## src/rtl/spi_ram_arbiter_if.sv

```systemverilog
// Bundle of requester A/B handshakes and the SPI RAM controller side of the arbiter.
// slave is the arbiter's view; master is everything around it (requesters and controller).
interface spi_ram_arbiter_if #(
    parameter int ADDR_BITS = 16,
    parameter int DATA_BITS = 16
);
    logic                 a_req;
    logic                 a_we;
    logic [ADDR_BITS-1:0] a_addr;
    logic [DATA_BITS-1:0] a_wdata;
    logic                 a_ack;
    logic [DATA_BITS-1:0] a_rdata;

    logic                 b_req;
    logic                 b_we;
    logic [ADDR_BITS-1:0] b_addr;
    logic [DATA_BITS-1:0] b_wdata;
    logic                 b_ack;
    logic [DATA_BITS-1:0] b_rdata;

    logic                 err;
    logic                 busy;

    logic [ADDR_BITS-1:0] ram_addr;
    logic [DATA_BITS-1:0] ram_data_in;
    logic                 ram_start_read;
    logic                 ram_start_write;
    logic [DATA_BITS-1:0] ram_data_out;
    logic                 ram_busy;

    modport slave (
        input  a_req, a_we, a_addr, a_wdata,
        output a_ack, a_rdata,
        input  b_req, b_we, b_addr, b_wdata,
        output b_ack, b_rdata,
        output err, busy,
        output ram_addr, ram_data_in, ram_start_read, ram_start_write,
        input  ram_data_out, ram_busy
    );

    modport master (
        output a_req, a_we, a_addr, a_wdata,
        input  a_ack, a_rdata,
        output b_req, b_we, b_addr, b_wdata,
        input  b_ack, b_rdata,
        input  err, busy,
        input  ram_addr, ram_data_in, ram_start_read, ram_start_write,
        output ram_data_out, ram_busy
    );
endinterface

```

## src/rtl/spi_ram_arbiter.sv

```systemverilog
// Round-robin arbiter sharing one SPI RAM controller between a CPU port (A) and a debug/loader port (B).
// One transaction at a time, with a WAIT timeout that completes the transaction with err set.
//
// state  | meaning
// IDLE   | no transaction; arbitrate and latch the winner's request
// ISSUE  | one-cycle read or write start pulse to the controller
// SETTLE | one cycle for the controller to raise ram_busy; ram_busy ignored
// WAIT   | wait for ram_busy low or timeout
// DONE   | one-cycle ack to the owner, err on timeout
module spi_ram_arbiter #(
    parameter int ADDR_BITS = 16,
    parameter int DATA_BITS = 16,
    parameter int TIMEOUT   = 255
) (
    input logic              clk,
    input logic              rst,
    spi_ram_arbiter_if.slave bus
);

    typedef enum logic [2:0] {
        S_IDLE,
        S_ISSUE,
        S_SETTLE,
        S_WAIT,
        S_DONE
    } state_t;

    localparam logic [8:0] TO_LIM = 9'(TIMEOUT);

    state_t               state, state_nxt;
    logic                 owner_q;        // 0 = A, 1 = B
    logic                 last_grant_q;   // 0 = A, 1 = B
    logic                 we_q;
    logic [ADDR_BITS-1:0] addr_q;
    logic [DATA_BITS-1:0] wdata_q;
    logic [7:0]           cnt_q;
    logic                 timeout_q;
    logic [DATA_BITS-1:0] a_rdata_q;
    logic [DATA_BITS-1:0] b_rdata_q;

    logic any_req;
    logic win_b;
    logic time_up;

    assign any_req = bus.a_req | bus.b_req;
    // On a tie the port that did not win last time gets the grant.
    assign win_b   = bus.b_req & (~bus.a_req | ~last_grant_q);
    assign time_up = (({1'b0, cnt_q} + 9'd1) == TO_LIM);

    always_ff @(posedge clk or posedge rst) begin
        if (rst) state <= S_IDLE;
        else     state <= state_nxt;
    end

    always_comb begin
        state_nxt = state;
        case (state)
            S_IDLE:   if (any_req) state_nxt = S_ISSUE;
            S_ISSUE:  state_nxt = S_SETTLE;
            S_SETTLE: state_nxt = S_WAIT;
            S_WAIT:   if (!bus.ram_busy || time_up) state_nxt = S_DONE;
            S_DONE:   state_nxt = S_IDLE;
            default:  state_nxt = S_IDLE;
        endcase
    end

    always_ff @(posedge clk or posedge rst) begin
        if (rst) begin
            owner_q      <= 1'b0;
            last_grant_q <= 1'b1;
            we_q         <= 1'b0;
            addr_q       <= '0;
            wdata_q      <= '0;
            cnt_q        <= '0;
            timeout_q    <= 1'b0;
            a_rdata_q    <= '0;
            b_rdata_q    <= '0;
        end else begin
            case (state)
                S_IDLE: begin
                    timeout_q <= 1'b0;
                    if (any_req) begin
                        owner_q      <= win_b;
                        last_grant_q <= win_b;
                        we_q         <= win_b ? bus.b_we    : bus.a_we;
                        addr_q       <= win_b ? bus.b_addr  : bus.a_addr;
                        wdata_q      <= win_b ? bus.b_wdata : bus.a_wdata;
                    end
                end
                S_SETTLE: cnt_q <= '0;
                S_WAIT: begin
                    if (!bus.ram_busy) begin
                        if (!we_q) begin
                            if (owner_q) b_rdata_q <= bus.ram_data_out;
                            else         a_rdata_q <= bus.ram_data_out;
                        end
                    end else begin
                        cnt_q <= cnt_q + 8'd1;
                        if (time_up) timeout_q <= 1'b1;
                    end
                end
                default: ;
            endcase
        end
    end

    always_comb begin
        bus.busy            = (state != S_IDLE);
        bus.ram_start_read  = (state == S_ISSUE) & ~we_q;
        bus.ram_start_write = (state == S_ISSUE) & we_q;
        bus.ram_addr        = '0;
        bus.ram_data_in     = '0;
        if (state == S_ISSUE || state == S_SETTLE || state == S_WAIT) begin
            bus.ram_addr = addr_q;
            if (we_q) bus.ram_data_in = wdata_q;
        end
        bus.a_ack   = (state == S_DONE) & ~owner_q;
        bus.b_ack   = (state == S_DONE) & owner_q;
        bus.err     = (state == S_DONE) & timeout_q;
        bus.a_rdata = a_rdata_q;
        bus.b_rdata = b_rdata_q;
    end

endmodule

```

## src/flat_wrapper.sv

```systemverilog
// flat-port wrapper written by rule: the top's interface ports become plain ports
module spi_ram_arbiter_flat 
#(
    parameter int ADDR_BITS = 16,
    parameter int DATA_BITS = 16,
    parameter int TIMEOUT   = 255
)
  (clk, rst, bus_a_req, bus_a_we, bus_a_addr, bus_a_wdata, bus_a_ack, bus_a_rdata, bus_b_req, bus_b_we, bus_b_addr, bus_b_wdata, bus_b_ack, bus_b_rdata, bus_err, bus_busy, bus_ram_addr, bus_ram_data_in, bus_ram_start_read, bus_ram_start_write, bus_ram_data_out, bus_ram_busy);
  spi_ram_arbiter_if #(.ADDR_BITS(ADDR_BITS), .DATA_BITS(DATA_BITS)) bus_i ();
  input logic clk;
  input logic rst;
  input wire logic [$bits(bus_i.a_req)-1:0] bus_a_req;
  input wire logic [$bits(bus_i.a_we)-1:0] bus_a_we;
  input wire logic [$bits(bus_i.a_addr)-1:0] bus_a_addr;
  input wire logic [$bits(bus_i.a_wdata)-1:0] bus_a_wdata;
  output wire logic [$bits(bus_i.a_ack)-1:0] bus_a_ack;
  output wire logic [$bits(bus_i.a_rdata)-1:0] bus_a_rdata;
  input wire logic [$bits(bus_i.b_req)-1:0] bus_b_req;
  input wire logic [$bits(bus_i.b_we)-1:0] bus_b_we;
  input wire logic [$bits(bus_i.b_addr)-1:0] bus_b_addr;
  input wire logic [$bits(bus_i.b_wdata)-1:0] bus_b_wdata;
  output wire logic [$bits(bus_i.b_ack)-1:0] bus_b_ack;
  output wire logic [$bits(bus_i.b_rdata)-1:0] bus_b_rdata;
  output wire logic [$bits(bus_i.err)-1:0] bus_err;
  output wire logic [$bits(bus_i.busy)-1:0] bus_busy;
  output wire logic [$bits(bus_i.ram_addr)-1:0] bus_ram_addr;
  output wire logic [$bits(bus_i.ram_data_in)-1:0] bus_ram_data_in;
  output wire logic [$bits(bus_i.ram_start_read)-1:0] bus_ram_start_read;
  output wire logic [$bits(bus_i.ram_start_write)-1:0] bus_ram_start_write;
  input wire logic [$bits(bus_i.ram_data_out)-1:0] bus_ram_data_out;
  input wire logic [$bits(bus_i.ram_busy)-1:0] bus_ram_busy;
  assign bus_i.a_req = bus_a_req;
  assign bus_i.a_we = bus_a_we;
  assign bus_i.a_addr = bus_a_addr;
  assign bus_i.a_wdata = bus_a_wdata;
  assign bus_a_ack = bus_i.a_ack;
  assign bus_a_rdata = bus_i.a_rdata;
  assign bus_i.b_req = bus_b_req;
  assign bus_i.b_we = bus_b_we;
  assign bus_i.b_addr = bus_b_addr;
  assign bus_i.b_wdata = bus_b_wdata;
  assign bus_b_ack = bus_i.b_ack;
  assign bus_b_rdata = bus_i.b_rdata;
  assign bus_err = bus_i.err;
  assign bus_busy = bus_i.busy;
  assign bus_ram_addr = bus_i.ram_addr;
  assign bus_ram_data_in = bus_i.ram_data_in;
  assign bus_ram_start_read = bus_i.ram_start_read;
  assign bus_ram_start_write = bus_i.ram_start_write;
  assign bus_i.ram_data_out = bus_ram_data_out;
  assign bus_i.ram_busy = bus_ram_busy;
  spi_ram_arbiter #(.ADDR_BITS(ADDR_BITS), .DATA_BITS(DATA_BITS), .TIMEOUT(TIMEOUT)) u_core (.clk(clk), .rst(rst), .bus(bus_i));
endmodule
```

## config.mk

```make
export PLATFORM = sky130hd
export DESIGN_NAME = spi_ram_arbiter_flat
export DESIGN_NICKNAME = d
export VERILOG_FILES = /design/src/rtl/spi_ram_arbiter_if.sv /design/src/rtl/spi_ram_arbiter.sv /design/src/flat_wrapper.sv
export SDC_FILE = /design/constraint.sdc
export NUM_CORES = 1
export LEC_CHECK = 0
export ABC_AREA = 0
export CAP_MARGIN = 20
export CORE_ASPECT_RATIO = 2
export CORE_MARGIN = 3
export CORE_UTILIZATION = 35
export CTS_CLUSTER_DIAMETER = 40
export DETAILED_ROUTE_END_ITERATION = 7
export PLACE_DENSITY = 0.7
export REMOVE_ABC_BUFFERS = 1
export SYNTH_ARGS = -nofsm -noshare
export SYNTH_HDL_FRONTEND = slang
export SYNTH_SLANG_ARGS = --single-unit
```

## constraint.sdc

```tcl
create_clock -name clk -period 2.42 [get_ports clk]
set_input_delay 0.484 -clock clk [delete_from_list [all_inputs] [get_ports clk]]
set_output_delay 0.484 -clock clk [all_outputs]
set_load 0.01 [all_outputs]
```

==> results of run 1 <==
==> report_power, final <==
group | internal (uW) | switching (uW) | leakage [uW]
clock | 899 | 528 | 0.000148
combinational | 2060 | 1580 | 0.00157
sequential | 1920 | 419 | 0.000940
total | 4880 | 2530 | 0.00266
==> synth_stat cells (4+ instances only) <==
library cell	instances
a21oi_1	36
a22o_1	4
and2_1	17
and3_1	18
buf_2	14
clkbuf_1	6
dfrtp_1	78
inv_1	8
mux2_2	32
mux2i_1	36
nand2_1	12
nand3_1	4
nor2_1	40
nor3_1	6
o21ai_0	5
==> routing by layer <==
metal	up-vias	share of wire
met5	-	0
met4	0	0.033
met3	22	0.055
met2	93	0.56
met1	1581	0.35
li1	1561	-
==> timing repair <==
item,4_1_cts,5_1_grt
resized for setup,4,8
buffers inserted,0,2
endpoints found under the setup margin,26,11
==> area by class of cell <==
type                            instances  share of cell area
Inverter                                8            0.005224
Sequential cell                        79              0.3305
Multi-Input combinational cell        244              0.2917
Timing Repair Buffer                  170              0.2915
Clock buffer                           10             0.03824
Clock inverter                          6             0.01421
Tap cell                              137             0.02863
==> logic make-up (layout without fill, tap and decap cells) <==
logic type / count (synthesis) / in the layout / synth area share
adders and majority gates: 2 / 2 / 0.006455
and+or+nand+nor: 114 / 114 / 0.1566
muxes: 68 / 68 / 0.1859
AOI/OAI and AO/OA: 60 / 60 / 0.09264
DFF: 79 / 79 / 0.5103
buffers and inverters: 35 / 194 / 0.04810
==> sequential cells by signal (all words and copies together) (netlist names) <==
name / flops
u_core.addr_q: 16
u_core.bus.a_rdata: 16
u_core.bus.b_rdata: 16
u_core.wdata_q: 16
u_core.cnt_q: 8
u_core.state: 3
u_core.last_grant_q: 1
u_core.owner_q: 1
u_core.timeout_q: 1
u_core.we_q: 1
==> per-stage QoR <==
step           utilization  setup WS, ps
6_report            0.5609         64.40
3_5_place_dp        0.5271         178.6
4_1_cts             0.5572         22.18
2_1_floorplan            -         -2300
3_3_place_gp        0.5271         214.2
5_1_grt             0.5609         1.537
==> path summary, 6_finish.rpt <==
path | slack [ps] | to | startpoint | depth (start not counted)
setup reg to reg | 520 | u_core.state[2] | u_core.cnt_q[0] | 6
min in group asynchronous | 540 | u_core.bus.b_rdata[6] | rst | 2
max in group asynchronous | 1270 | u_core.wdata_q[14] | rst | 3
setup / recovery | 60 | bus_ram_data_in[13] | u_core.state[2] | 4
hold reg to reg | 510 | u_core.bus.b_rdata[2] | u_core.bus.b_rdata[2] | 1
hold / removal | 510 | u_core.bus.b_rdata[2] | u_core.bus.b_rdata[2] | 1
==> cells in the final DEF (no fill, tap or decap), drive strengths merged, types with 6 or more instances in the layout <==
cell type and count:
nor2 40, mux2i 36, a21oi 36, dfrtp 78, clkbuf 10, clkdlybuf4s50 148, nand2 12, mux2 32
and3 18, inv 7, nor3 7, buf 14, dlymetal6s2s 7, and2 17, a22o 6
==> results_dict.tcl, run 1 <==
set metrics [dict create \
    outcome "complete, no violations" \
    place.gp.congestion 0.8985 \
    cp_max_fo 26 \
    finalNonFillerCells 654 \
    grt_use_met3 0.04021 \
    fmax_ghz 0.4245 \
    antenna_found_initial 0 \
    period_share 0.9734 \
    use_met1 0.1950 \
    grt_max_degree 56 \
    worst-path-buf-inv 2 \
    drt_drc_violations_left 0 \
    rsz0062_at_grt "no" \
    ys_warn_count 0 \
    post-place-cells 636 \
    holdBufCountCts 0 \
    via_count 3257 \
    place.detailed.hpwl_um 8331 \
    diodes 0 \
    cts_tree "yes" \
    viasPerCell 4.980 \
    ys_seq_elements 79 \
    first_global_vias 3558 \
    initial_core_util 0.3631 \
    core_um2 10680 \
    final_area_um2 5988 \
    finalCriticalPeriod_ps 2356 \
    synth_edf_count 0 \
    clock_skew_ps 4.082 \
    netlist_instances 358 \
    synth_top_area_share 0.5036 \
    drive_above_1_share 0.1509 \
    hold_viol_final 0 \
    clk_pin_slew_worst_paths_ps 60 \
    cpPeakStageDelay_ps 560 \
    multi_input_area_um2 1747 \
    syn_to_final_growth_pct 54.49 \
    first_pass_iters 4 \
    globalRoute.busiestLayer "met2" \
    relSlewSlack 0.5827 \
    clk_latency_ps 330 \
    worstSetupStartpointType "flip-flop" \
    hp-class "reg -> reg" \
    finalNetCount 601 \
    drt-initial-drc-count 125 \
    use_met2 0.3366 \
    fp.dieW_um 80.42 \
    maxCapViolations 0 \
    worstPathCellList "nor2_4 -> buf_12 -> and3_1 -> clkdlybuf4s50_1" \
    fp-row-count 53 \
    grt_overflow 0 \
    fill_cells 934 \
    ys_types 44 \
    grt_pass1_wl_um 17750 \
    cp.required_ps 1940 \
    cts.sinks 79 \
    cp_top_family "buffers and inverters" \
    tns_ps 0 \
    whs_ps 508.1 \
    worstPathArrival_ps 1870 \
    cts_made_buffers 9 \
    async_flop_share 1.000 \
    total_power_uw 7409 \
    power_density_nw_per_um2 1237 \
    die-area_um2 12450 \
    h-tree-depth 3 \
    synth_area_leaders "dfrtp_1, mux2i_1, mux2_2" \
    leakagePower_uw 0.002657 \
    die_height_um 154.8 \
    avgSynthCellArea_um2 10.83 \
    yosysSeqAreaShare 0.5103 \
    post-synth-top-area-cell "dfrtp_1" \
    maxSlewViolCount 0 \
    io_buffer_count 156 \
    seq_area_um2 1979 \
    syn_area_um2 3876 \
    io_pins 157 \
    drt-total-wl_um 10980 \
    peakVddDrop_uv 687.9 \
    critPathSlowestCell "clkdlybuf4s50_1" \
    setup_viol 0 \
    postPlaceCellArea_um2 5628 \
    ys.flop_type "dfrtp_1" \
    wl_per_cell_um 16.78 \
    grtUsageTotal 0.1857 \
    max_slew.worst_pin.slew_ps 625.2 \
    cp-end-kind "output port" \
    worstSetupPathType "reg -> out" \
    clockBufferDepth 2 \
    ant_nets 0 \
    cts-root-buf "clkbuf_16" \
]
Note: power is estimated with default switching activity, not from simulation.
==> run 2: changes to the inputs <==
--- a/config.mk
+++ b/config.mk
@@ -5,14 +5,14 @@
 export SDC_FILE = /design/constraint.sdc
 export NUM_CORES = 1
 export LEC_CHECK = 0
-export ABC_AREA = 0
+export ABC_AREA = 1
 export CAP_MARGIN = 20
 export CORE_ASPECT_RATIO = 2
 export CORE_MARGIN = 3
-export CORE_UTILIZATION = 35
+export CORE_UTILIZATION = 27
 export CTS_CLUSTER_DIAMETER = 40
 export DETAILED_ROUTE_END_ITERATION = 7
-export PLACE_DENSITY = 0.7
+export PLACE_DENSITY_LB_ADDON = 0.12
 export REMOVE_ABC_BUFFERS = 1
 export SYNTH_ARGS = -nofsm -noshare
 export SYNTH_HDL_FRONTEND = slang
==> results_dict.tcl, run 2 <==
set metrics [dict create \
    fp-row-count 60 \
    worstPathCellList "nor2_4 -> inv_1 -> buf_4 -> nor2_1 -> clkdlybuf4s50_1" \
    finalCriticalPeriod_ps 2342 \
    core_um2 13590 \
    wl_per_cell_um 14.50 \
    grt_overflow 0 \
    first_global_vias 3627 \
    synthTopCellsByCount "dfrtp_1, nor2_1, inv_1, nand2_1, o21ai_1" \
    period_share 0.9677 \
    max_slew.worst_pin.slew_ps 838.0 \
    initial_core_util 0.2796 \
    grt_pass1_wl_um 18490 \
    syn_to_final_growth_pct 53.66 \
    die_height_um 173.7 \
    maxCapViolations 0 \
    postPlaceCellArea_um2 5519 \
    min_delay_path_depth 2 \
    grt_max_degree 68 \
    die-area_um2 15610 \
    final_core_util 0.4296 \
    drt-total-wl_um 11470 \
    cp_top_family "buffers and inverters" \
    h-tree-depth 3 \
    async_flop_share 1.000 \
    clock_skew_ps 6.535 \
    power_density_nw_per_um2 1181 \
    syn_area_um2 3799 \
    cts-root-buf "clkbuf_16" \
    maxSlewViolCount 0 \
    critPathSlowestCell "clkdlybuf4s50_1" \
    place.gp.congestion 0.7352 \
    via_count 3462 \
    worst_slack_ps 78.27 \
    cp_max_fo 16 \
    place.detailed.hpwl_um 8513 \
    synth_edf_count 0 \
    whs_ps 482.8 \
    drive_above_1_share 0.1010 \
    clk_latency_ps 340 \
    clockBufferDepth 2 \
    r2r_cells 7 \
    worst-path-buf-inv 3 \
    worstSetupPathType "reg -> out" \
    grtUsageTotal 0.1491 \
    ys_warn_count 0 \
    io_pins 157 \
    cts_tree "yes" \
    cp.depth 5 \
    cpPeakStageDelay_ps 550 \
    hold_viol_final 0 \
    synth_area_leaders "dfrtp_1, nor2_1, inv_1" \
    antenna_found_initial 1 \
    drt_drc_violations_left 0 \
    viasPerCell 4.377 \
    ys_types 28 \
    fmax_ghz 0.4270 \
    leakagePower_uw 0.002595 \
    clk_pin_slew_worst_paths_ps 60 \
    netlist_instances 445 \
    dp_slack_ps 110.7 \
    yosysSeqAreaShare 0.5208 \
    final_area_um2 5837 \
    ys_seq_elements 79 \
    cts.sinks 79 \
    first_pass_iters 4 \
    ys.flop_type "dfrtp_1" \
    total_power_uw 6893 \
    io_buffer_count 156 \
    rsz0062_at_grt "no" \
    holdBufCountCts 0 \
    fp.dieW_um 89.87 \
    synth_top_area_share 0.5138 \
    ant_nets 0 \
    relSlewSlack 0.4413 \
    final_common_cell "clkdlybuf4s50_1" \
    cp.required_ps 1940 \
    final_cell_mix "clkdlybuf4s50_1, dfrtp_1, nor2_1" \
    peakVddDrop_uv 887.6 \
    post-synth-top-area-cell "dfrtp_1" \
    cts_made_buffers 9 \
    setup_viol 0 \
    hp-class "reg -> reg" \
    cp-end-kind "output port" \
    avgSynthCellArea_um2 8.536 \
    finalNetCount 688 \
    drt-initial-drc-count 164 \
    outcome "complete, no violations" \
    worstPathArrival_ps 1860 \
    worstSetupStartpointType "flip-flop" \
]
[run 2: layout make-up]
cell class / count / area (um2)
diodes: 1 / 2.502
clock buffers: 9 / 225.2
clock inverters: 7 / 57.56
fillers: 1389 / 7751
inverters: 70 / 266.5
multi-input cells: 275 / 1418
flip-flops and latches: 79 / 1979
well taps: 186 / 232.7
repair buffers: 164 / 1655
[run 2: tightest hold or removal path, stage by stage (launching register included)]
cell and delay (ps):
dfstp_2 370, o21ai_0 60, nand2_1 50
[run 2: through the flow]
step / instances / setup TNS [ps]
2_1_floorplan: 424 / -6687
3_3_place_gp: 772 / 0
3_5_place_dp: 772 / 0
4_1_cts: 789 / -123.7
5_1_grt: 791 / 0
6_report: 791 / 0
[run 2: repair_timing]
item | 4_1_cts | 5_1_grt
setup endpoints to repair | 32 | 27
gates cloned | 0 | 0
gates resized for setup | 8 | 5
buffers inserted | 1 | 1
[run 2: kinds of logic (layout without fill, tap and decap cells)]
group / count (synthesis) / in the layout / share of synthesized area
and+or+nand+nor: 161 / 161 / 0.1818
adders and majority gates: 2 / 2 / 0.006587
other: 0 / 1 / 0
muxes: 1 / 1 / 0.002964
DFF: 79 / 79 / 0.5208
buffers and inverters: 91 / 250 / 0.1113
AOI/OAI and AO/OA: 111 / 111 / 0.1765
[run 2: path summary, 6_finish.rpt]
check | start | slack [ps] | to
worst max-delay path | u_core.state[2] | 80 | bus_ram_addr[8]
worst min-delay path | u_core.last_grant_q | 480 | u_core.last_grant_q
worst max register to register | u_core.state[2] | 410 | u_core.addr_q[4]
worst min register to register | u_core.last_grant_q | 480 | u_core.last_grant_q
max in group asynchronous | rst | 1250 | u_core.last_grant_q
min in group asynchronous | rst | 530 | u_core.bus.a_rdata[9]
[run 2: report_power, final]
group	leakage, uW	internal, uW	switching [uW]	total [uW]
combinational	0.00147	1660	1730	3400
clock	0.000134	707	588	1300
sequential	0.000993	1920	285	2200
total	0.00259	4290	2600	6890
[run 2: metal layers]
layer  track usage  share of wire  wire (um)  vias to the layer above
met5             0              0          0                        -
met4       0.06969          0.027        307                        0
met3       0.03084          0.045        521                       14
met2        0.2855           0.56       6427                      101
met1        0.1516           0.37       4216                     1610
li1              -              -          -                     1737
==> run 3: changes to the inputs <==
--- a/config.mk
+++ b/config.mk
@@ -12,8 +12,9 @@
 export CORE_UTILIZATION = 27
 export CTS_CLUSTER_DIAMETER = 40
 export DETAILED_ROUTE_END_ITERATION = 7
-export PLACE_DENSITY_LB_ADDON = 0.12
+export PLACE_DENSITY = 0.59
 export REMOVE_ABC_BUFFERS = 1
 export SYNTH_ARGS = -nofsm -noshare
 export SYNTH_HDL_FRONTEND = slang
 export SYNTH_SLANG_ARGS = --single-unit
+export TNS_END_PERCENT = 10
==> constraint.sdc (replaced) <==
create_clock -name clk -period 2.5 [get_ports clk]
set_input_delay 0.5 -clock clk [delete_from_list [all_inputs] [get_ports clk]]
set_output_delay 0.5 -clock clk [all_outputs]
set_load 0.01 [all_outputs]
==> results_dict.tcl, run 3 (same netlist as run 2, synthesis figures left out) <==
set metrics [dict create \
    outcome "complete, no violations" \
    final_area_um2 5906 \
    leakagePower_uw 0.002682 \
    max_slew.worst_pin.slew_ps 618.4 \
    h-tree-depth 3 \
    diodes 0 \
    hp-class "in -> async" \
    maxCapViolations 0 \
    io_pins 157 \
    viasPerCell 4.401 \
    reg2reg_slack_ps 720 \
    cp.required_ps 2000 \
    grtUsageTotal 0.1468 \
    clockBufferDepth 2 \
    cpMostUsedCell "nor2_1" \
    drt-initial-drc-count 198 \
    final_cell_mix "clkdlybuf4s50_1, nor2_1, dfrtp_1" \
    grt_max_degree 43 \
    io_buffer_count 156 \
    dp_slack_ps 246.4 \
    cts_tree "yes" \
    maxSlewViolCount 0 \
    cp.depth 6 \
    critPathCapture "bus_ram_addr[4]" \
    setup_viol 0 \
    cpPeakStageDelay_ps 550 \
    core_um2 13590 \
    finalCriticalPeriod_ps 2392 \
    peakVddDrop_uv 512.4 \
    period_share 0.9569 \
    syn_to_final_growth_pct 55.47 \
    r2r_cells 8 \
    finalNetCount 689 \
    fp.dieW_um 89.87 \
    cp_max_fo 16 \
    worstPathArrival_ps 1890 \
    cts_made_buffers 9 \
    place.detailed.hpwl_um 8445 \
    first_global_vias 3752 \
    grt_pass1_wl_um 18330 \
    cts-root-buf "clkbuf_16" \
    die-area_um2 15610 \
    relSlewSlack 0.5872 \
    final_common_cell "clkdlybuf4s50_1" \
    critPathSlowestCell "clkdlybuf4s50_1" \
    place.gp.congestion 0.7480 \
    drive_above_1_share 0.09917 \
    drt_drc_violations_left 0 \
    worstSetupPathType "reg -> out" \
    worstPathCellList "nor2_1 -> nor2_2 -> inv_1 -> buf_4 -> nor2_1 -> clkdlybuf4s50_1" \
    cp-end-kind "output port" \
    crit_start "u_core.state[0]" \
    timing.rr.end "u_core.wdata_q[2]" \
    worst-path-buf-inv 3 \
    holdBufCountCts 0 \
    via_count 3481 \
    ant_nets 0 \
    drt-total-wl_um 11190 \
    initial_core_util 0.2796 \
    die_height_um 173.7 \
    wl_per_cell_um 14.15 \
    cts.sinks 79 \
    clk_latency_ps 340 \
    first_pass_iters 4 \
    fmax_ghz 0.4180 \
    antenna_found_initial 0 \
    grt_overflow 0 \
    fp-row-count 60 \
    worstSetupStartpointType "flip-flop" \
    hold_viol_final 0 \
    clk_pin_slew_worst_paths_ps 70 \
    clock_skew_ps 7.990 \
    cp_top_family "buffers and inverters" \
    power_density_nw_per_um2 1182 \
    reg2reg_from "u_core.state[2]" \
    postPlaceCellArea_um2 5522 \
    worst_slack_ps 107.8 \
]
## run 3: cell types whose count changed in the layout (fill, tap and decap cells not counted), sizes merged, moves of 2 or more
cell / delta
dlygate4sd2: -5
bufinv: +3
dlymetal6s2s: +5
clkinvlp: -2
clkinv: -2
## run 3: how the worst min path moves through the flow
stage | from | to | slack, ps | depth (start not counted)
after CTS | rst | u_core.bus.b_rdata[9] | 460 | 2
after floorplan | u_core.last_grant_q | u_core.last_grant_q | 450 | 2
after global routing | rst | u_core.bus.b_rdata[9] | 480 | 2
final | rst | u_core.bus.b_rdata[9] | 460 | 2
after global placement | u_core.last_grant_q | u_core.last_grant_q | 460 | 2
after detailed placement | u_core.bus.b_rdata[6] | u_core.bus.b_rdata[6] | 470 | 2
## run 3: per-stage QoR
stage          hold slack [ps]  setup TNS (ps)  std cells  power [uW]  utilization
2_1_floorplan            453.0           -1695        424        3772            -
3_3_place_gp             463.6               0        774        5422       0.4064
3_5_place_dp             472.9               0        774        5489       0.4064
4_1_cts                  456.2               0        790        7075       0.4324
5_1_grt                  480.3          -10.94        791        7482       0.4346
6_report                 455.1               0        791        6982       0.4346
## run 3: worst register-to-register path, cell delays in order, from the launching register on
cell and delay, ps:
dfrtp_1 430, nor2_2 180, inv_2 70, nor2_4 130
inv_4 70, nor2_8 310, buf_12 250, o21ai_0 130
o22ai_1 140
## run 3: layout make-up
cell class	count	area (um2)
clock buffers	9	225.2
clock inverters	7	125.1
fillers	1389	7682
inverters	70	266.5
multi-input cells	275	1408
flip-flops and latches	79	1979
well taps	186	232.7
repair buffers	165	1669
## run 3: repair_timing
action                     in CTS  in global routing
setup endpoints to repair      16                 30
gates resized for setup         2                  8
setup buffers                   0                  1
## run 3: metal layers
layer / GRT usage / wire [um] / share of wire / up-vias
met5: 0 / 0 / 0 / -
met4: 0.06074 / 259 / 0.023 / 0
met3: 0.02954 / 397 / 0.035 / 13
met2: 0.2950 / 6517 / 0.58 / 91
met1: 0.1412 / 4016 / 0.36 / 1640
li1: - / - / - / 1737
## run 3: report_power, final
group / internal (uW) / switching (uW) / total (uW)
Combinational: 1640 / 1670 / 3310
Clock: 988 / 551 / 1540
Sequential: 1860 / 282 / 2140
Total: 4480 / 2500 / 6980
